==> src/rtl/gcd_job_issuer.sv <==
// gcd_job_issuer: takes operand pairs from an upstream valid/ready port,
// starts an external GCD core with a one-cycle go pulse, waits for its
// done flag and presents the result on a downstream valid/ready port.
// Zero operands are rejected without starting the core.
// Optional watchdog: define GCD_JOB_ISSUER_TIMEOUT_EN to abandon a job
// after TIMEOUT_CYCLES cycles in WAIT without done.
//
// state  | meaning
// IDLE   | ready for a new operand pair
// GO     | single-cycle start pulse to the core
// SETTLE | core may still show the previous job's done; ignore it
// WAIT   | sampling done (and the watchdog, when built in)
// RESP   | result held on the downstream port until res_ready
module gcd_job_issuer #(
  parameter int WIDTH          = 8,
  parameter int TIMEOUT_CYCLES = 1024
) (
  input  logic             clk,
  input  logic             rst,
  input  logic             in_valid,
  output logic             in_ready,
  input  logic [WIDTH-1:0] in_x,
  input  logic [WIDTH-1:0] in_y,
  output logic             go,
  output logic [WIDTH-1:0] x,
  output logic [WIDTH-1:0] y,
  input  logic             done,
  input  logic [WIDTH-1:0] out,
  output logic             res_valid,
  input  logic             res_ready,
  output logic [WIDTH-1:0] res_x,
  output logic [WIDTH-1:0] res_y,
  output logic [WIDTH-1:0] res_gcd,
  output logic             res_err,
  output logic             res_timeout,
  output logic [15:0]      job_count
);

  localparam logic [2:0] S_IDLE   = 3'd0;
  localparam logic [2:0] S_GO     = 3'd1;
  localparam logic [2:0] S_SETTLE = 3'd2;
  localparam logic [2:0] S_WAIT   = 3'd3;
  localparam logic [2:0] S_RESP   = 3'd4;

  logic [2:0]       state;
  logic [WIDTH-1:0] op_x;
  logic [WIDTH-1:0] op_y;
  logic [WIDTH-1:0] gcd_q;
  logic             err_q;
  logic             accept;
  logic             zero_op;
  logic             wd_hit;

  // in_ready is gated by rst so the block never looks ready while held in reset.
  assign in_ready  = (state == S_IDLE) && rst;
  assign accept    = in_valid && in_ready;
  assign zero_op   = (in_x == '0) || (in_y == '0);
  assign go        = (state == S_GO);
  assign res_valid = (state == S_RESP);
  assign x         = op_x;
  assign y         = op_y;
  assign res_x     = op_x;
  assign res_y     = op_y;
  assign res_gcd   = gcd_q;
  assign res_err   = err_q;

  // Main sequencer: operand latch, state transitions and result capture.
  always_ff @(posedge clk or negedge rst) begin
    if (!rst) begin
      state <= S_IDLE;
      op_x  <= '0;
      op_y  <= '0;
      gcd_q <= '0;
      err_q <= 1'b0;
    end else begin
      case (state)
        S_IDLE: begin
          if (accept) begin
            op_x <= in_x;
            op_y <= in_y;
            if (zero_op) begin
              gcd_q <= '0;
              err_q <= 1'b1;
              state <= S_RESP;
            end else begin
              state <= S_GO;
            end
          end
        end
        S_GO:     state <= S_SETTLE;
        S_SETTLE: state <= S_WAIT;
        S_WAIT: begin
          // done takes priority over a watchdog expiry on the same cycle
          if (done) begin
            gcd_q <= out;
            err_q <= 1'b0;
            state <= S_RESP;
          end else if (wd_hit) begin
            gcd_q <= '0;
            err_q <= 1'b0;
            state <= S_RESP;
          end
        end
        S_RESP: begin
          if (res_ready) state <= S_IDLE;
        end
        default: state <= S_IDLE;
      endcase
    end
  end

  // Completed-result counter, wraps naturally at 16 bits.
  always_ff @(posedge clk or negedge rst) begin
    if (!rst) job_count <= 16'd0;
    else if ((state == S_RESP) && res_ready) job_count <= job_count + 16'd1;
  end

`ifdef GCD_JOB_ISSUER_TIMEOUT_EN
  localparam int WD_W = (TIMEOUT_CYCLES > 1) ? $clog2(TIMEOUT_CYCLES) : 1;
  localparam logic [WD_W-1:0] WD_LAST = WD_W'(TIMEOUT_CYCLES - 1);

  logic [WD_W-1:0] wd_cnt;
  logic            tmo_q;

  // Watchdog counts WAIT cycles; cleared in SETTLE so each job starts at zero.
  always_ff @(posedge clk or negedge rst) begin
    if (!rst) wd_cnt <= '0;
    else if (state == S_SETTLE) wd_cnt <= '0;
    else if (state == S_WAIT) wd_cnt <= wd_cnt + WD_W'(1);
  end

  assign wd_hit = (state == S_WAIT) && !done && (wd_cnt == WD_LAST);

  // Timeout flag: set on expiry, cleared by a normal completion or a new accept.
  always_ff @(posedge clk or negedge rst) begin
    if (!rst) tmo_q <= 1'b0;
    else if (accept) tmo_q <= 1'b0;
    else if ((state == S_WAIT) && done) tmo_q <= 1'b0;
    else if (wd_hit) tmo_q <= 1'b1;
  end

  assign res_timeout = tmo_q;
`else
  assign wd_hit      = 1'b0;
  assign res_timeout = 1'b0;
`endif

endmodule

==> config.mk <==
export PLATFORM = sky130hd
export DESIGN_NAME = gcd_job_issuer
export DESIGN_NICKNAME = d
export VERILOG_FILES = /design/src/rtl/gcd_job_issuer.sv
export SDC_FILE = /design/constraint.sdc
export NUM_CORES = 1
export LEC_CHECK = 0
export ABC_AREA = 1
export BUFFER_PORTS_ARGS = -buffer_cell sky130_fd_sc_hd__buf_2
export CAP_MARGIN = 40
export CORE_MARGIN = 2
export CORE_UTILIZATION = 40
export CTS_CLUSTER_SIZE = 24
export DETAILED_ROUTE_END_ITERATION = 16
export GPL_TIMING_DRIVEN = 0
export PLACE_DENSITY = 0.68
export RECOVER_POWER = 50
export SLEW_MARGIN = 20
export SYNTH_ARGS = -nofsm -noshare
export SYNTH_HDL_FRONTEND = slang
export SYNTH_SLANG_ARGS = --single-unit
==> constraint.sdc <==
create_clock -name clk -period 3 [get_ports clk]
set_input_delay 0.45 -clock clk [delete_from_list [all_inputs] [get_ports clk]]
set_output_delay 0.45 -clock clk [all_outputs]
set_load 0.05 [all_outputs]
-- After elaboration in Yosys (flattened, before gate mapping)
Index checks and enable logic that the tools add are counted.
- add/subtract/negate cells: 1
- $mul: 0
- divide/modulo/power cells: 0
- order comparisons: 0
- equal/unequal tests: 8
- shift-type cells: 0
- multiplexer cells: 13
- bitwise logic cells: 0
- reductions and logical operators: 11
- operators with widths (cell ; count):
    $mux W8 ; 3
    $add A16 B1 Y16 const B ; 1
    $logic_not A8 Y1 ; 2
    $pmux W8 S2 ; 1
    $pmux W3 S5 ; 1
    $mux W3 ; 4
    $eq A3 B2 Y1 const B ; 2
    $ne A2 B2 Y1 const B ; 3
    $reduce_and A4 Y1 ; 1
    $eq A3 B1 Y1 const B ; 1
    $eq A3 B3 Y1 const B ; 1
    $logic_and A1 B1 Y1 ; 3
    $logic_not A3 Y1 ; 1
    $mux W1 ; 3
    $reduce_and A3 Y1 ; 1
    $ne A2 B1 Y1 const B ; 1
    $pmux W1 S2 ; 1
    $reduce_and A2 Y1 ; 1
    $reduce_bool A2 Y1 ; 1
    $logic_or A1 B1 Y1 ; 1
- register bits after elaboration: 44
- latch bits: 0
- memory bits (writable): 0
- bits in read-only memories: 0
- input bits: 29
- output and inout bits: 61
- word-level logic and storage cells: 39
- memories kept: 0

-- Depth between registers and ports, before layout
Gate-level depths: netlist (run 1).
- depth in word-level cells: 5
- gate-level depth with buffers: 10
- depth with buffers taken out: 10

-- Worst setup path before layout (run 1)
Ideal clock, no wire load.
- kind: register to register
- start point: register job_count[0]
- end point: register job_count[12]
- data arrival time: 1.549 ns
- data required time: 2.877 ns
- setup slack: 1.327 ns
- cell stages (with the launch flop): 8
- period minus slack after synthesis: 1.673 ns
- cells stage by stage: dfrtp_1 ha_1 nand3_1 nor3_1 nand2_2 inv_1 nand2_1 xor2_1
- word-level cells in the longest chain between the ends: 1
- RTL lines (what ; line ; RTL):
    start, declared ; 36 ; output logic [15:0] job_count
    start signal, assigned ; 115 ; else if ((state == S_RESP) && res_ready) job_count <= job_count + 16'd1;
    $add A16 B1 Y16 ; 115 ;
Every way passes these cells.
A chain may end at the register's enable or synchronous reset.

-- Final worst setup path (run 1)
- start point: register state[2]
- end point: output in_ready
- word-level cells in the longest chain between the ends: 2
- RTL lines (what ; line ; RTL):
    start, declared ; 45 ; logic [2:0] state;
    start signal, assigned ; 70 ; state <= S_IDLE;
    start signal, assigned ; 84 ; state <= S_RESP;
    start signal, assigned ; 86 ; state <= S_GO;
    $logic_not A3 Y1 ; 55 ; assign in_ready = (state == S_IDLE) && rst;
    $logic_and A1 B1 Y1 ; 55 ;
    end, declared ; 21 ; output logic in_ready,
Every way passes these cells.

==> impl_results.md, run 1 <==
- Status: finished, final reports clean
- Drt total wl: ~4800 um
- CTS clock-pin slew for the worst setup and hold paths: ~0.080 ns
- Crit path arrival time: 1.43 ns
- Die width: 79.9 um
- Yosys cell types: 25
- Pre-Repair DR Iteration Count: 4
- Unrepaired setup endpoints after global routing: no
- CTS tree: done
- Clock sink count: 44
- CTS root buf: clkbuf_8
- Critical Path RT: 2.55 ns
- First-pass GRT wire length: between 8000 and 9000 um
- CTS hold repair buffers: 0
- Post_cts resized: 0
- Antenna-violating nets left: 0
- Pin slew with the least headroom to its limit: 1.31 ns
- Total negative setup slack: 0 ns
- Half-perimeter wire length after placement: approximately 3800 um
- Vias in the first global route: about 1.9k
- Period minus WS final: roughly 1.9 ns
- Top post-synthesis cells by count: nand2_1 (75), inv_1 (47), dfrtp_1 (44)
- Syn-to-layout area delta: 24.7%
- Worst r2r path cells: 7
- DIE AREA: about 0.0064 mm2
- CP Buf/Inv Count: 2
- Top cell type by total area after synthesis: dfrtp_1
- Core ar.: roughly 0.0055 mm2
- Post-Syn Area: 0.00231 mm2
- Top_reg_cell synth: dfrtp_1
- Clock Tree Buf Depth: 2
- Worst Path Max Fanout: 4
- Worst path slowest cell: dfrtp_1
- # diodes: 0
- H-Tree Depth: 2
- Endpoints failing setup: 0
- CP cell instances: nor3_2 > inv_2 > nor2_4 > buf_2
- #FFs+latches synth: 44
- Gpl congestion: ~0.76
- Routed WL per cell: roughly 11 um
- Vias per cell: roughly 4.4
- DP Cell Count: 447
- GR Overflow Total: 0
- Max frequency: 0.533 GHz
- Initial antenna violation count: 0
- Post-synth ARST share: 1.00
- Area contributors post-synth: dfrtp_1 (48%), nand2_1 (12%), inv_1 (7.7%)
- Iter 0 DRT Violations: 57
- Post-synth EDFFs: 0
- Clock Latency Late Sink: ~0.29 ns
- Max Cap Viol: 0
- Worst vdd ir: 0.694 mV
- R2r setup slk: about 1.2 ns
- Top Ports: 90
- Final Skew: about 0.0045 ns
- Setup crit end kind: output pin
- Die H: around 80 um
- Worst rel slew slack: 0.125
- Largest net degree at the start of global routing: 25
- Syn Area/Cell: about 8.1 um2
- Layout cell share with drive strength beyond 1: 0.282
- DRC: 0
- FP Rows: 27
- Reg-to-Reg End: job_count[4]$_DFFE_PN0P_
- CTS Buf Count: 5
- Final hold vios: 0
- Startpoint types: register
- Yosys Warn Count: 0
- Synth top area share: 0.477
- Pwr/cell area: around 1200 mW/mm2
- Hold Crit Class: primary input to async pin
- Crit share post-route: 0.625
- Cell count after synthesis: approximately 290
- Nets: between 400 and 500
- Crit Path Class: register to output pin
- Final Max Slew Viols: 0
- Vias: just under 2k
- Mapped Nets: roughly 320
- Count leader, synth: nand2_1
- Post-route insts no fill: around 460
- Setup Buffers After CTS: 0
- FF-to-FF Start: state[0]$_DFFE_PN0P_
- PortBufs: about 90
- Max incr delay on CP: around 0.43 ns
- Initial core utilization: 0.416
- Static leakage: ~1.7 nW
- Cell family with most CP delay: flip-flops
- Register area share after synthesis: 0.477
- GRT Util Overall: 0.164
-- where the power goes --
part           switching (mW)  internal, mW
clock                   0.198         0.184
sequential              0.170         0.799
combinational            1.50         0.481
-- how the worst max path moves through the flow --
stage               cells after the start                   endpoint  slack, ns                     start
global route                            6  job_count[11]$_DFFE_PN0P_       0.95      state[0]$_DFFE_PN0P_
CTS                                     4                   in_ready       1.02                       rst
global placement                        4                   in_ready       0.62                       rst
floorplan                               7  job_count[12]$_DFFE_PN0P_       1.33  job_count[0]$_DFFE_PN0P_
finish                                  4                   in_ready       1.12      state[2]$_DFFE_PN0P_
detailed placement                      4                   in_ready       1.02                       rst
-- per-layer routing --
layer  routed length [um]  global-route usage
met3                  326              0.0554
met1                 2070               0.189
met4                   54              0.0458
met5                    0                   0
met2                 2360               0.288
-- state kept, by name, indices dropped and copies added (netlist names) --
signal     count
res_y          8
res_x          8
res_gcd        8
state          3
job_count     16
res_err        1
-- through the flow --
stage	area (um2)	utilization	worst slack, ns	total power [mW]	hold slack (ns)
final	2880	0.519	1.12	3.33	0.109
after global routing	2880	0.519	0.945	3.54	0.130
after CTS	2960	0.534	1.02	3.42	0.140
after detailed placement	2860	0.517	1.02	3.03	0.457
after global placement	2840	0.512	0.616	3.00	0.449
after floorplan	2310	-	1.33	2.59	0.154
-- final cells by class --
class	instances	area, um2
Multi-Input combinational cell	171	816
Timing Repair Buffer	89	418
Inverter	49	184
Buffer	22	174
Clock inverter	2	10.0
Sequential cell	44	1100
Clock buffer	6	82.6
Tap cell	72	90.1
Fill cell	577	2670
-- cells by family (layout without fill, tap and decap cells) --
| logic type | count (synthesis) | in the layout | synth area share |
|---|---|---|---|
| simple gates | 138 | 138 | 0.275 |
| compound gates | 20 | 20 | 0.0434 |
| buf+inv | 71 | 168 | 0.155 |
| flops | 44 | 44 | 0.477 |
| other cells | 1 | 1 | 0.00163 |
| fa+ha+maj | 1 | 1 | 0.00543 |
| xor+xnor | 11 | 11 | 0.0418 |
-- worst reg2reg max path, delay by kind of cell, from the launching register on --
family                 cells  cell delay [ns]
XOR/XNOR                   1             0.15
buffers and inverters      1             0.20
flip-flops                 1             0.43
AND/OR/NAND/NOR            5             0.91
-- cell usage in the layout, fill, tap and decap left out --
| cell type | count |
|---|---|
| clkinv_1 | 1 |
| ha_1 | 1 |
| xor2_1 | 10 |
| o21ai_1 | 16 |
| nor3_2 | 2 |
| inv_1 | 47 |
| nor3_1 | 3 |
| nand3_1 | 18 |
| clkbuf_8 | 6 |
| dfrtp_1 | 44 |
| xnor2_1 | 1 |
| or2_0 | 1 |
| nor2_1 | 26 |
| nand3b_1 | 1 |
| o21ai_0 | 4 |
| nand4_1 | 2 |
| nand2_2 | 4 |
| buf_4 | 18 |
| buf_2 | 68 |
| clkbuf_1 | 22 |
| clkinv_2 | 2 |
| buf_6 | 3 |
| conb_1 | 1 |
| nand2_1 | 77 |
| inv_2 | 1 |
| nor2_2 | 1 |
| nor2_4 | 3 |
No activity file was read; power rests on OpenSTA's default activity.
==> run 2, diff against run 1 <==
clock period = 1.9 ns   (was 3 ns; I/O delays follow)
==> impl_results.md, run 2 (same netlist as run 1, synthesis figures left out) <==
- Hold Crit Class: primary input to register
- Top reg by flops: job_count
- Half-perimeter wire length after placement: ~3800 um
- Commonest cells after routing, fill and taps aside: nand2_1 (76), buf_2 (61), inv_1 (47), dfrtp_1 (44), clkbuf_1 (29)
- Critical Path RT: between 1.5 and 2 ns
- H-Tree Depth: 2
- Vias per cell: 4.35
- Setup crit start: state[2]$_DFFE_PN0P_
- Syn-to-layout area delta: 26.9%
- Pwr/cell area: roughly 1800 mW/mm2
- CTS Buf Count: 5
- CTS root buf: clkbuf_8
- Final Max Slew Viols: 0
- FF-to-FF Start: state[0]$_DFFE_PN0P_
- Worst r2r path cells: 7
- Top Ports: 90
- Core ar.: around 0.0055 mm2
- # diodes: 0
- Clock Latency Late Sink: a little under 0.3 ns
- GRT Util Overall: 0.165
- DIE AREA: 0.00639 mm2
- Clock Tree Buf Depth: 2
- Max Cap Viol: 0
- Status: finished, final reports clean
- DRC: 0
- Startpoint types: register
- Worst vdd ir: between 1 and 1.5 mV
- Hold depth: 2
- Design area: approximately 0.0029 mm2
- Reg-to-Reg End: job_count[12]$_DFFE_PN0P_
- Setup crit end kind: output pin
- Crit share post-route: 0.893
- Static leakage: between 1.5 and 2 nW
- GR Overflow Total: 0
- Vias in the first global route: between 1.5k and 2k
- Power Total: approximately 5.3 mW
- Initial antenna violation count: 0
- PortBufs: between 80 and 90
- Pre-Repair DR Iteration Count: 4
- Commonest non-fill, non-tap cell in the layout: nand2_1
- Period minus WS final: ~1.7 ns
- WHS: about 0.2 ns
- Vias: approximately 2k
- Worst setup margin: around 0.20 ns
- Pin slew with the least headroom to its limit: 1.08 ns
- Max FFs per register: 16
- Antenna-violating nets left: 0
- Unrepaired setup endpoints after global routing: no
- Routed WL per cell: 10.5 um
- Placed inst area: between 0.002 and 0.003 mm2
- Endpoints failing setup: 0
- Pre-CTS setup slack: 0.0843 ns
- Largest net degree at the start of global routing: 25
- Crit path arrival time: 1.41 ns
- Drt total wl: slightly below 5000 um
- Worst Path Max Fanout: 4
- Crit Path Class: register to output pin
- First-pass GRT wire length: around 8300 um
- CTS tree: done
- Clock sink count: between 40 and 50
- Iter 0 DRT Violations: a little under 60
- R2r setup slk: 0.44 ns
- Worst rel slew slack: 0.276
- Critical Path End: in_ready
- Setup Buffers After CTS: 0
- FP Rows: 27
- Nets: slightly above 400
- Final Skew: approximately 0.0048 ns
- Initial core utilization: 0.416
- Max frequency: around 0.6 GHz
- Gpl congestion: between 0.7 and 0.8
- Die H: between 70 and 80 um
- CTS clock-pin slew for the worst setup and hold paths: about 0.080 ns
- Util after Layout: 0.528
- Die width: around 80 um
- Layout cell share with drive strength beyond 1: 0.272
- Final hold vios: 0
-- run 2: changes by cell type in the layout (fill, tap and decap cells not counted), sizes merged --
cell,change
dlymetal6s2s,+1
clkbuf,+7
inv,+1
clkinv,-1
buf,-7
dlygate4sd3,+2
-- run 2: cell type report --
type / count / area, um2
Clock inverter: 2 / 10.0
Sequential cell: 44 / 1100
Inverter: 49 / 184
Fill cell: 577 / 2620
Timing Repair Buffer: 92 / 442
Tap cell: 72 / 90.1
Clock buffer: 6 / 82.6
Buffer: 22 / 174
Multi-Input combinational cell: 171 / 842
-- run 2: routing by layer --
metal,up-vias,track usage,part of all wire
met5,-,0,0
met4,0,0.0458,0.011
met3,7,0.0554,0.068
met2,47,0.291,0.49
met1,897,0.190,0.43
li1,1042,-,-
-- run 2: worst max-delay path, stage by stage, from the launching register on --
cell and delay (ns):
dfrtp_1 0.42, nor3_2 0.26, inv_2 0.08, nor2_4 0.09, buf_2 0.27
-- run 2: power by group --
group	switching (mW)	internal (mW)
clock network	0.313	0.290
logic	2.38	0.750
registers	0.267	1.26
-- run 2: worst min path at each step --
stage                                start                       end  slack (ns)
floorplan                              rst  job_count[0]$_DFFE_PN0P_       -0.01
global placement    res_gcd[7]$_DFFE_PN0P_    res_gcd[7]$_DFFE_PN0P_        0.45
detailed placement                     rst      res_x[1]$_DFFE_PN0P_        0.31
CTS                              res_ready      state[2]$_DFFE_PN0P_        0.19
global route                     res_ready      state[2]$_DFFE_PN0P_        0.20
finish                           res_ready      state[2]$_DFFE_PN0P_        0.20
-- run 2: metrics by stage --
stage                     std cells  setup TNS, ns
final                           458              0
after global routing            458              0
after CTS                       457              0
after detailed placement        447              0
after global placement          446          -4.99
after floorplan                 286              0
-- run 2: timing repair --
item,in CTS,in global routing
resized for setup,0,0
hold buffers,2,0
endpoints found under the hold margin,20,0
==> run 3, diff against run 2 <==
CELL_PAD_IN_SITES_DETAIL_PLACEMENT = 2   (was unset)
CELL_PAD_IN_SITES_GLOBAL_PLACEMENT = 2   (was unset)
CORE_UTILIZATION = 27   (was 40)
PLACE_DENSITY = unset   (was 0.68)
PLACE_DENSITY_LB_ADDON = 0.1   (was unset)
==> impl_results.md, run 3 (same netlist as run 1, synthesis figures left out) <==
- Status: finished, final reports clean
- Total negative setup slack: 0 ns
- Half-perimeter wire length after placement: 5090 um
- CTS tree: done
- Clock sink count: 44
- Top Ports: 90
- CP cell instances: nor3_2 > inv_2 > nor2_4 > buf_2
- Final Max Slew Viols: 0
- Worst path depth: 4
- Static leakage: 1.72 nW
- CP Buf/Inv Count: 2
- Clock Latency Late Sink: about 0.30 ns
- PortBufs: just under 90
- Vias per cell: between 4 and 5
- Commonest cells after routing, fill and taps aside: nand2_1 (76), buf_2 (61), inv_1 (47), dfrtp_1 (44), clkbuf_1 (29)
- CTS root buf: clkbuf_8
- Setup crit end kind: output pin
- Nets: approximately 420
- Worst path slowest cell: dfrtp_1
- DRC: 0
- Layout cell share with drive strength beyond 1: 0.275
- Placed inst area: 0.00290 mm2
- Gpl congestion: just over 0.7
- Die H: 96.4 um
- CTS clock-pin slew for the worst setup and hold paths: ~0.09 ns
- H-Tree Depth: 2
- Worst vdd ir: approximately 0.53 mV
- Die width: 96.4 um
- Critical Path RT: roughly 1.6 ns
- Pin slew with the least headroom to its limit: ~1.3 ns
- FF-to-FF Start: state[1]$_DFFE_PN0P_
- FP Rows: 33
- Final hold vios: 0
- Period minus WS final: approximately 1.7 ns
- # diodes: 0
- Endpoints failing setup: 0
- CTS Buf Count: 5
- Hold depth: 2
- Worst r2r path cells: 7
- Initial antenna violation count: 0
- DIE AREA: a little over 0.009 mm2
- Iter 0 DRT Violations: between 50 and 60
- Routed WL per cell: between 10 and 15 um
- First-pass GRT wire length: ~11000 um
- DP Cell Count: 480
- Syn-to-layout area delta: 28.9%
- Worst rel slew slack: 0.119
- Post-route insts no fill: roughly 490
- Design area: approximately 0.0030 mm2
- Max frequency: ~0.57 GHz
- Hold endpoint: state[2]$_DFFE_PN0P_
- Pre-Repair DR Iteration Count: 4
- Hold path start: res_ready
- Top reg by flops: job_count
- Reg-to-Reg End: job_count[12]$_DFFE_PN0P_
- Vias in the first global route: 2176
- GRT Util Overall: 0.149
- Max incr delay on CP: roughly 0.43 ns
- Final Skew: 0.00644 ns
- Drt total wl: ~6500 um
- Vias: roughly 2.1k
- Hold Crit Class: primary input to register
- Crit share post-route: 0.917
- Crit Path Class: register to output pin
- Largest net degree at the start of global routing: 29
- Startpoint types: register
- Clock Tree Buf Depth: 2
- Cell family with most CP delay: flip-flops
- Power Total: 5.34 mW
- Initial core utilization: 0.279
- Max FFs per register: 16
- R2r setup slk: 0.41 ns
- Crit path arrival time: approximately 1.5 ns
- Pwr/cell area: 1800 mW/mm2
- Commonest non-fill, non-tap cell in the layout: nand2_1
- Worst Path Max Fanout: 4
- Post_cts resized: 0
- Unrepaired setup endpoints after global routing: no
- GR Overflow Total: 0
- Filler cell count in the final layout: roughly 1.0k
- Max Cap Viol: 0
- Core ar.: between 0.008 and 0.009 mm2
- Antenna-violating nets left: 0
-- run 3: cell count changes in the layout (fill, tap and decap cells not counted) --
cell            delta
buf_12             +1
clkbuf_8           -1
dlymetal6s2s_1     -1
dlygate4sd3_1      -1
dlymetal6s4s_1     +1
clkinv_4           +1
-- run 3: cell type report --
type	instances	area [um2]	share of cell area
clock inverters	3	18.8	0.00632
flip-flops and latches	44	1100	0.371
multi-input cells	171	842	0.283
inverters	49	184	0.0619
well taps	105	131	0.0442
plain buffers	22	174	0.0585
repair buffers	92	452	0.152
clock buffers	5	68.8	0.0232
-- run 3: layer usage --
metal	vias to the layer above	routed length, um	track usage
li1	1041	-	-
met1	1004	2810	0.188
met2	55	3230	0.262
met3	2	391	0.0341
met4	0	27	0.0282
met5	-	0	0
-- run 3: worst max path at each step --
stage,startpoint,end
global placement,rst,res_gcd[2]$_DFFE_PN0P_
global route,state[2]$_DFFE_PN0P_,in_ready
floorplan,job_count[0]$_DFFE_PN0P_,job_count[12]$_DFFE_PN0P_
finish,state[2]$_DFFE_PN0P_,in_ready
detailed placement,rst,res_gcd[3]$_DFFE_PN0P_
CTS,state[2]$_DFFE_PN0P_,in_ready
-- run 3: where the power goes --
group	total [mW]	switching (mW)	internal [mW]
clock	0.610	0.352	0.257
combinational	3.18	2.42	0.754
sequential	1.56	0.295	1.26
total	5.34	3.07	2.27
-- run 3: stage by stage --
step / utilization / setup slack, ns / hold slack (ns)
6_report: 0.360 / 0.157 / 0.226
3_3_place_gp: 0.348 / -0.399 / 0.452
5_1_grt: 0.360 / 0.0607 / 0.227
3_5_place_dp: 0.351 / -0.116 / 0.268
4_1_cts: 0.365 / 0.119 / 0.0429
2_1_floorplan: - / 0.227 / -0.0106
-- run 3: timing repair --
item | in CTS | in global routing
hold endpoints to repair | 16 | 0
hold buffers | 2 | 0
setup buffers | 0 | 0
